[config.mk]
export PLATFORM = sky130hd
export DESIGN_NAME = psd_scheduler_flat
export DESIGN_NICKNAME = d
export VERILOG_FILES = /design/src/rtl/psd_scheduler_if.sv /design/src/rtl/psd_scheduler.sv /design/src/flat_wrapper.sv
export SDC_FILE = /design/constraint.sdc
export NUM_CORES = 1
export LEC_CHECK = 0
export ABC_AREA = 1
export CAP_MARGIN = 20
export CORE_AREA = 2 2 101 54
export DETAILED_ROUTE_END_ITERATION = 12
export DIE_AREA = 0 0 103 56
export PLACE_DENSITY = 0.68
export RECOVER_POWER = 25
export SLEW_MARGIN = 20
export SYNTH_ARGS = -nofsm -noshare
export SYNTH_HDL_FRONTEND = slang
export SYNTH_SLANG_ARGS = --single-unit
export TNS_END_PERCENT = 100
[constraint.sdc]
create_clock -name clk -period 2.15 [get_ports clk]
set_input_delay 0.645 -clock clk [delete_from_list [all_inputs] [get_ports clk]]
set_output_delay 0.645 -clock clk [all_outputs]
set_load 0.05 [all_outputs]
[src/rtl/psd_scheduler_if.sv]
// Requester bus plus detector link for the psd scheduler.
// master = requesters and detector side, slave = scheduler.
interface psd_scheduler_if #(
  parameter int NREQ = 4
);
  logic [NREQ-1:0]   req;
  logic [5*NREQ-1:0] pat;
  logic [NREQ-1:0]   din;
  logic [NREQ-1:0]   din_valid;
  logic [NREQ-1:0]   din_last;
  logic [NREQ-1:0]   gnt;
  logic              psd_resetn;
  logic [0:4]        psd_init;
  logic              psd_din;
  logic              psd_seen;
  logic [7:0]        hit_cnt;
  logic              done;
  logic              err;
  logic [1:0]        done_id;

  modport master (
    output req, pat, din, din_valid, din_last, psd_seen,
    input  gnt, psd_resetn, psd_init, psd_din, hit_cnt, done, err, done_id
  );

  modport slave (
    input  req, pat, din, din_valid, din_last, psd_seen,
    output gnt, psd_resetn, psd_init, psd_din, hit_cnt, done, err, done_id
  );
endinterface

[src/rtl/psd_scheduler.sv]
// Round-robin scheduler time-sharing one programmable sequence detector
// among NREQ requesters; counts matches per session.
//
// state | meaning
// IDLE  | no owner, detector held in reset, arbitrating
// LOAD  | detector in reset with owner pattern, grant asserted
// RUN   | streaming owner bits into the detector
// DRAIN | last bit sent, sampling the final match flag
// FIN   | one-cycle done/err report, grant released
module psd_scheduler #(
  parameter int NREQ = 4
) (
  input logic           clk,
  input logic           reset,
  psd_scheduler_if.slave bus
);

  typedef enum logic [2:0] {IDLE, LOAD, RUN, DRAIN, FIN} state_t;

  state_t      state_q, state_d;
  logic [1:0]  owner_q;
  logic [1:0]  rr_q;
  logic [4:0]  pat_q;
  logic [7:0]  hit_q;
  logic        pend_q;
  logic        err_q;

  logic [1:0]  win;
  logic        found;
  logic [1:0]  idx;
  logic        abort;
  logic        accept;
  logic [4:0]  pat_arr [NREQ];

  for (genvar g = 0; g < NREQ; g++) begin : g_pat
    assign pat_arr[g] = bus.pat[5*g+4 : 5*g];
  end

  always_comb begin
    win   = rr_q;
    found = 1'b0;
    idx   = 2'd0;
    for (int k = 0; k < NREQ; k++) begin
      idx = 2'((int'(rr_q) + k) % NREQ);
      if (!found && bus.req[idx]) begin
        found = 1'b1;
        win   = idx;
      end
    end
  end

  always_comb begin
    state_d = state_q;
    abort   = 1'b0;
    accept  = 1'b0;
    case (state_q)
      IDLE:  if (found) state_d = LOAD;
      LOAD: begin
        if (!bus.req[owner_q]) begin
          abort   = 1'b1;
          state_d = FIN;
        end else begin
          state_d = RUN;
        end
      end
      RUN: begin
        // detector has no enable, so any missing bit corrupts the stream
        if (!bus.req[owner_q] || !bus.din_valid[owner_q]) begin
          abort   = 1'b1;
          state_d = FIN;
        end else begin
          accept = 1'b1;
          if (bus.din_last[owner_q]) state_d = DRAIN;
        end
      end
      DRAIN: begin
        abort   = !bus.req[owner_q];
        state_d = FIN;
      end
      FIN:     state_d = IDLE;
      default: state_d = IDLE;
    endcase
  end

  always_comb begin
    bus.gnt        = '0;
    bus.psd_resetn = 1'b0;
    bus.psd_din    = 1'b0;
    bus.done       = 1'b0;
    bus.err        = 1'b0;
    case (state_q)
      LOAD:  bus.gnt[owner_q] = 1'b1;
      RUN: begin
        bus.gnt[owner_q] = 1'b1;
        bus.psd_resetn   = 1'b1;
        bus.psd_din      = bus.din[owner_q];
      end
      DRAIN: begin
        bus.gnt[owner_q] = 1'b1;
        bus.psd_resetn   = 1'b1;
      end
      FIN: begin
        bus.done = !err_q;
        bus.err  = err_q;
      end
      default: ;
    endcase
  end

  assign bus.psd_init = pat_q;
  assign bus.hit_cnt  = hit_q;
  assign bus.done_id  = owner_q;

  always_ff @(posedge clk) begin
    if (reset) begin
      state_q <= IDLE;
      owner_q <= 2'd0;
      rr_q    <= 2'd0;
      pat_q   <= 5'd0;
      hit_q   <= 8'd0;
      pend_q  <= 1'b0;
      err_q   <= 1'b0;
    end else begin
      state_q <= state_d;
      pend_q  <= accept;
      if (state_q == IDLE && found) begin
        owner_q <= win;
        pat_q   <= pat_arr[win];
        hit_q   <= 8'd0;
        err_q   <= 1'b0;
      end else if (pend_q && bus.psd_seen && hit_q != 8'hFF) begin
        hit_q <= hit_q + 8'd1;
      end
      if (abort) err_q <= 1'b1;
      if (state_q == FIN)
        rr_q <= (owner_q == 2'(NREQ-1)) ? 2'd0 : owner_q + 2'd1;
    end
  end

endmodule

[src/flat_wrapper.sv]
// flat-port wrapper written by rule: the top's interface ports become plain ports
module psd_scheduler_flat 
#(
  parameter int NREQ = 4
)
  (clk, reset, bus_req, bus_pat, bus_din, bus_din_valid, bus_din_last, bus_psd_seen, bus_gnt, bus_psd_resetn, bus_psd_init, bus_psd_din, bus_hit_cnt, bus_done, bus_err, bus_done_id);
  psd_scheduler_if #(.NREQ(NREQ)) bus_i ();
  input logic clk;
  input logic reset;
  input wire logic [$bits(bus_i.req)-1:0] bus_req;
  input wire logic [$bits(bus_i.pat)-1:0] bus_pat;
  input wire logic [$bits(bus_i.din)-1:0] bus_din;
  input wire logic [$bits(bus_i.din_valid)-1:0] bus_din_valid;
  input wire logic [$bits(bus_i.din_last)-1:0] bus_din_last;
  input wire logic [$bits(bus_i.psd_seen)-1:0] bus_psd_seen;
  output wire logic [$bits(bus_i.gnt)-1:0] bus_gnt;
  output wire logic [$bits(bus_i.psd_resetn)-1:0] bus_psd_resetn;
  output wire logic [$bits(bus_i.psd_init)-1:0] bus_psd_init;
  output wire logic [$bits(bus_i.psd_din)-1:0] bus_psd_din;
  output wire logic [$bits(bus_i.hit_cnt)-1:0] bus_hit_cnt;
  output wire logic [$bits(bus_i.done)-1:0] bus_done;
  output wire logic [$bits(bus_i.err)-1:0] bus_err;
  output wire logic [$bits(bus_i.done_id)-1:0] bus_done_id;
  assign bus_i.req = bus_req;
  assign bus_i.pat = bus_pat;
  assign bus_i.din = bus_din;
  assign bus_i.din_valid = bus_din_valid;
  assign bus_i.din_last = bus_din_last;
  assign bus_i.psd_seen = bus_psd_seen;
  assign bus_gnt = bus_i.gnt;
  assign bus_psd_resetn = bus_i.psd_resetn;
  assign bus_psd_init = bus_i.psd_init;
  assign bus_psd_din = bus_i.psd_din;
  assign bus_hit_cnt = bus_i.hit_cnt;
  assign bus_done = bus_i.done;
  assign bus_err = bus_i.err;
  assign bus_done_id = bus_i.done_id;
  psd_scheduler #(.NREQ(NREQ)) u_core (.clk(clk), .reset(reset), .bus(bus_i));
endmodule
==> results.toml, run 1 <==
[sta]
max_clock_freq_ghz = 0.478
finalHoldViolCount = 0
setup_viol = 0
finClkSkew_ns = 0.00476
slew_viol_final = 0
period_share = 0.974
rsz0062_at_grt = "yes"
tightestPinTransition_ns = 0.604
finalCriticalPeriod_ns = 2.09
max_slew_margin = 0.599

[detailed_routing]
via_per_inst = 4.64
route.vias.total = 1898
drc = 0
ant_nets = 0
drt-initial-drc-count = 83
wl_met2_mm = 2.28
top_layer = "met4"
avgRoutedWirePerCell_um = 11.6
wl_met1_mm = 2.20
wl_mm = 4.73
dr_wl_met3_um = 236
firstDrtPassIters = 5

[global_route]
track_usage = 0.168
grt_pass1_wl_mm = 8.08
grt-ovfl-total = 0
antenna_found_initial = 0
grt_pass1_vias = 1836
grt_max_degree = 14

[finish]
area_delta_synth_final_pct = 51.5
final_util = 0.519
layout-drive-gt1-share = 0.168
diodes = 0
stdcell_count = 409
nets = 384

[cts]
htreeDepth = 1
post_cts_buffers = 0
clock_sinks = 22
cts_tree = "built"
insertion_delay_ns = 0.26
cts_hold_buf = 0
path_clk_slew_ns = 0.08
cts_made_buffers = 3
clk_path_buf_depth = 2
root_buffer = "clkbuf_8"

[worst_setup_path]
r2r-start = "u_core.rr_q[1]"
r2r-end = "u_core.bus.psd_init[1]"
r2r_slack_ns = 0.20
path_class = "reg2out"
end_kind = "output pin"
worstPathMaxFanout = 10
reg2reg_depth = 14
required_ns = 1.50
crit_arrival_ns = 1.45
cp-start-kind = "register"

[pwr]
pwr_density_cell_nw_per_um2 = 1240
vdd_ir_drop_max_uv = 614
leakage_nw = 1.16

[placement]
io_buffers = 61
place_inst = 405
dp.final_hpwl_mm = 3.82
gp_congestion = 0.853

[yosys]
netlist_top_cells_area = "dfxtp_1 27%, nand2_1 18%, nand3_1 12%, nor2_1 7.3%, inv_1 6.4%"
muxShareOfSynthArea = 0
avgSynthCellArea_sq_um = 6.14
synth-edff-count = 0
ys_seq_area_frac = 0.266
yosys.cell_count.top_type = "nand2_1"
synth-xor-area-share = 0.0265
async_flop_share = 0
ys.flop_type = "dfxtp_1"
synth_fa_ha_area_frac = 0.0379
synth_fp_nets = 313
post_synth_most_frequent_cells = "80 x nand2_1, 40 x nand3_1, 32 x nor2_1"
synth_cell_types = 31
synth_top_family_by_area = "simple AND/OR/NAND/NOR gates"
synth_compound_area_frac = 0.103
synth_area_sq_um = 1650
synth-simple-area-share = 0.457
yosysTopAreaCell = "dfxtp_1"
synth_top_area_frac = 0.266
ys_warn_count = 0
synth-seq-cells = 22
syn-instance-count = 269

[die]
start_util = 0.343
fp-row-count = 18
num_io_pins = 62
die_area_sq_um = 5770
core_area_sq_um = 4820
die_w_um = 103
die_y_um = 56

[min_path]
min_to = "u_core.bus.psd_init[2]"
min_delay_path_depth = 2
hold_start = "u_core.bus.psd_init[2]"
min_path_type = "reg2reg"

[flow_run]
maxCapViolations = 0

[status]
status = "finished clean"
state kept, by name, summed over array words and instances, names as in the netlist:
signal               count
u_core.err_q             1
u_core.bus.psd_init      5
u_core.rr_q              2
u_core.bus.hit_cnt       8
u_core.bus.done_id       2
u_core.state_q           3
u_core.pend_q            1
worst max path at each step:
stage | endpoint | from | cells after the start
2_1_floorplan | bus_psd_din | u_core.bus.done_id[0] | 5
3_3_place_gp | u_core.bus.psd_init[2] | bus_req[1] | 15
3_5_place_dp | u_core.bus.psd_init[1] | bus_req[0] | 13
4_1_cts | bus_psd_din | bus_din[3] | 4
5_1_grt | bus_gnt[2] | u_core.bus.done_id[0] | 5
6_report | bus_gnt[2] | u_core.bus.done_id[0] | 5
layout make-up:
type,instances,area [sq um]
clock buffers,4,55.1
fillers,481,2320
inverters,31,119
multi-input cells,208,1070
flip-flops and latches,22,442
well taps,70,87.6
repair buffers,74,727
kinds of logic after synthesis:
kind of cell | after synthesis
fa+ha+maj | 5
buf+inv | 39
xor+xnor | 5
flops | 22
simple gates | 168
compound gates | 30
where the power goes:
group	leakage, nW	switching (mW)	internal, mW	total [mW]
logic	0.952	1.41	0.825	2.23
clock network	0.0288	0.135	0.163	0.299
registers	0.180	0.0698	0.500	0.570
total	1.16	1.61	1.49	3.10
critical path, cell delays in order, from the launching register on:
cell and delay [ns]:
dfxtp_1 0.34, clkinv_1 0.26, ha_1 0.31, inv_1 0.06
nor2_2 0.04, buf_4 0.19
layout by cell type (no fill, tap or decap), drive strengths merged, types with 9 or more instances in the layout:
| cell type | n |
|---|---|
| buf | 23 |
| dfxtp | 22 |
| clkdlybuf4s50 | 34 |
| a21oi | 9 |
| nand2 | 86 |
| clkbuf | 12 |
| inv | 30 |
| nand3 | 42 |
| o21ai | 14 |
| nor2 | 33 |
per-layer routing:
| metal | up-vias | track usage |
|---|---|---|
| li1 | 1001 | - |
| met2 | 45 | 0.286 |
| met4 | 0 | 0.0320 |
| met3 | 4 | 0.0314 |
| met5 | - | 0 |
| met1 | 848 | 0.222 |
per-stage QoR:
step                      total power, mW  hold WS (ns)   TNS, ns  setup slack [ns]  cell area (sq um)
after floorplan                      2.08         0.463    -0.128            -0.128               1670
after global placement               2.74         0.443     -2.91            -0.272               2450
after detailed placement             2.76         0.448     -3.61            -0.297               2450
after CTS                            3.09         0.463  -0.00405          -0.00405               2510
after global routing                 3.37         0.496   -0.0722           -0.0399               2500
final                                3.10         0.457         0            0.0561               2500
what timing repair did:
item / 4_1_cts / 5_1_grt
gates resized for setup: 9 / 11
pin swaps: 4 / 4
setup endpoints to repair: 3 / 20
Power figures use the tool's default switching activity.
==> run 2: changes to the inputs <==
--- a/config.mk
+++ b/config.mk
@@ -12,7 +12,6 @@
 export DIE_AREA = 0 0 103 56
 export PLACE_DENSITY = 0.68
 export RECOVER_POWER = 25
-export SLEW_MARGIN = 20
 export SYNTH_ARGS = -nofsm -noshare
 export SYNTH_HDL_FRONTEND = slang
 export SYNTH_SLANG_ARGS = --single-unit
==> results of run 2 <==
Same layout as run 1: the final DEF is identical, and so are final timing and power.
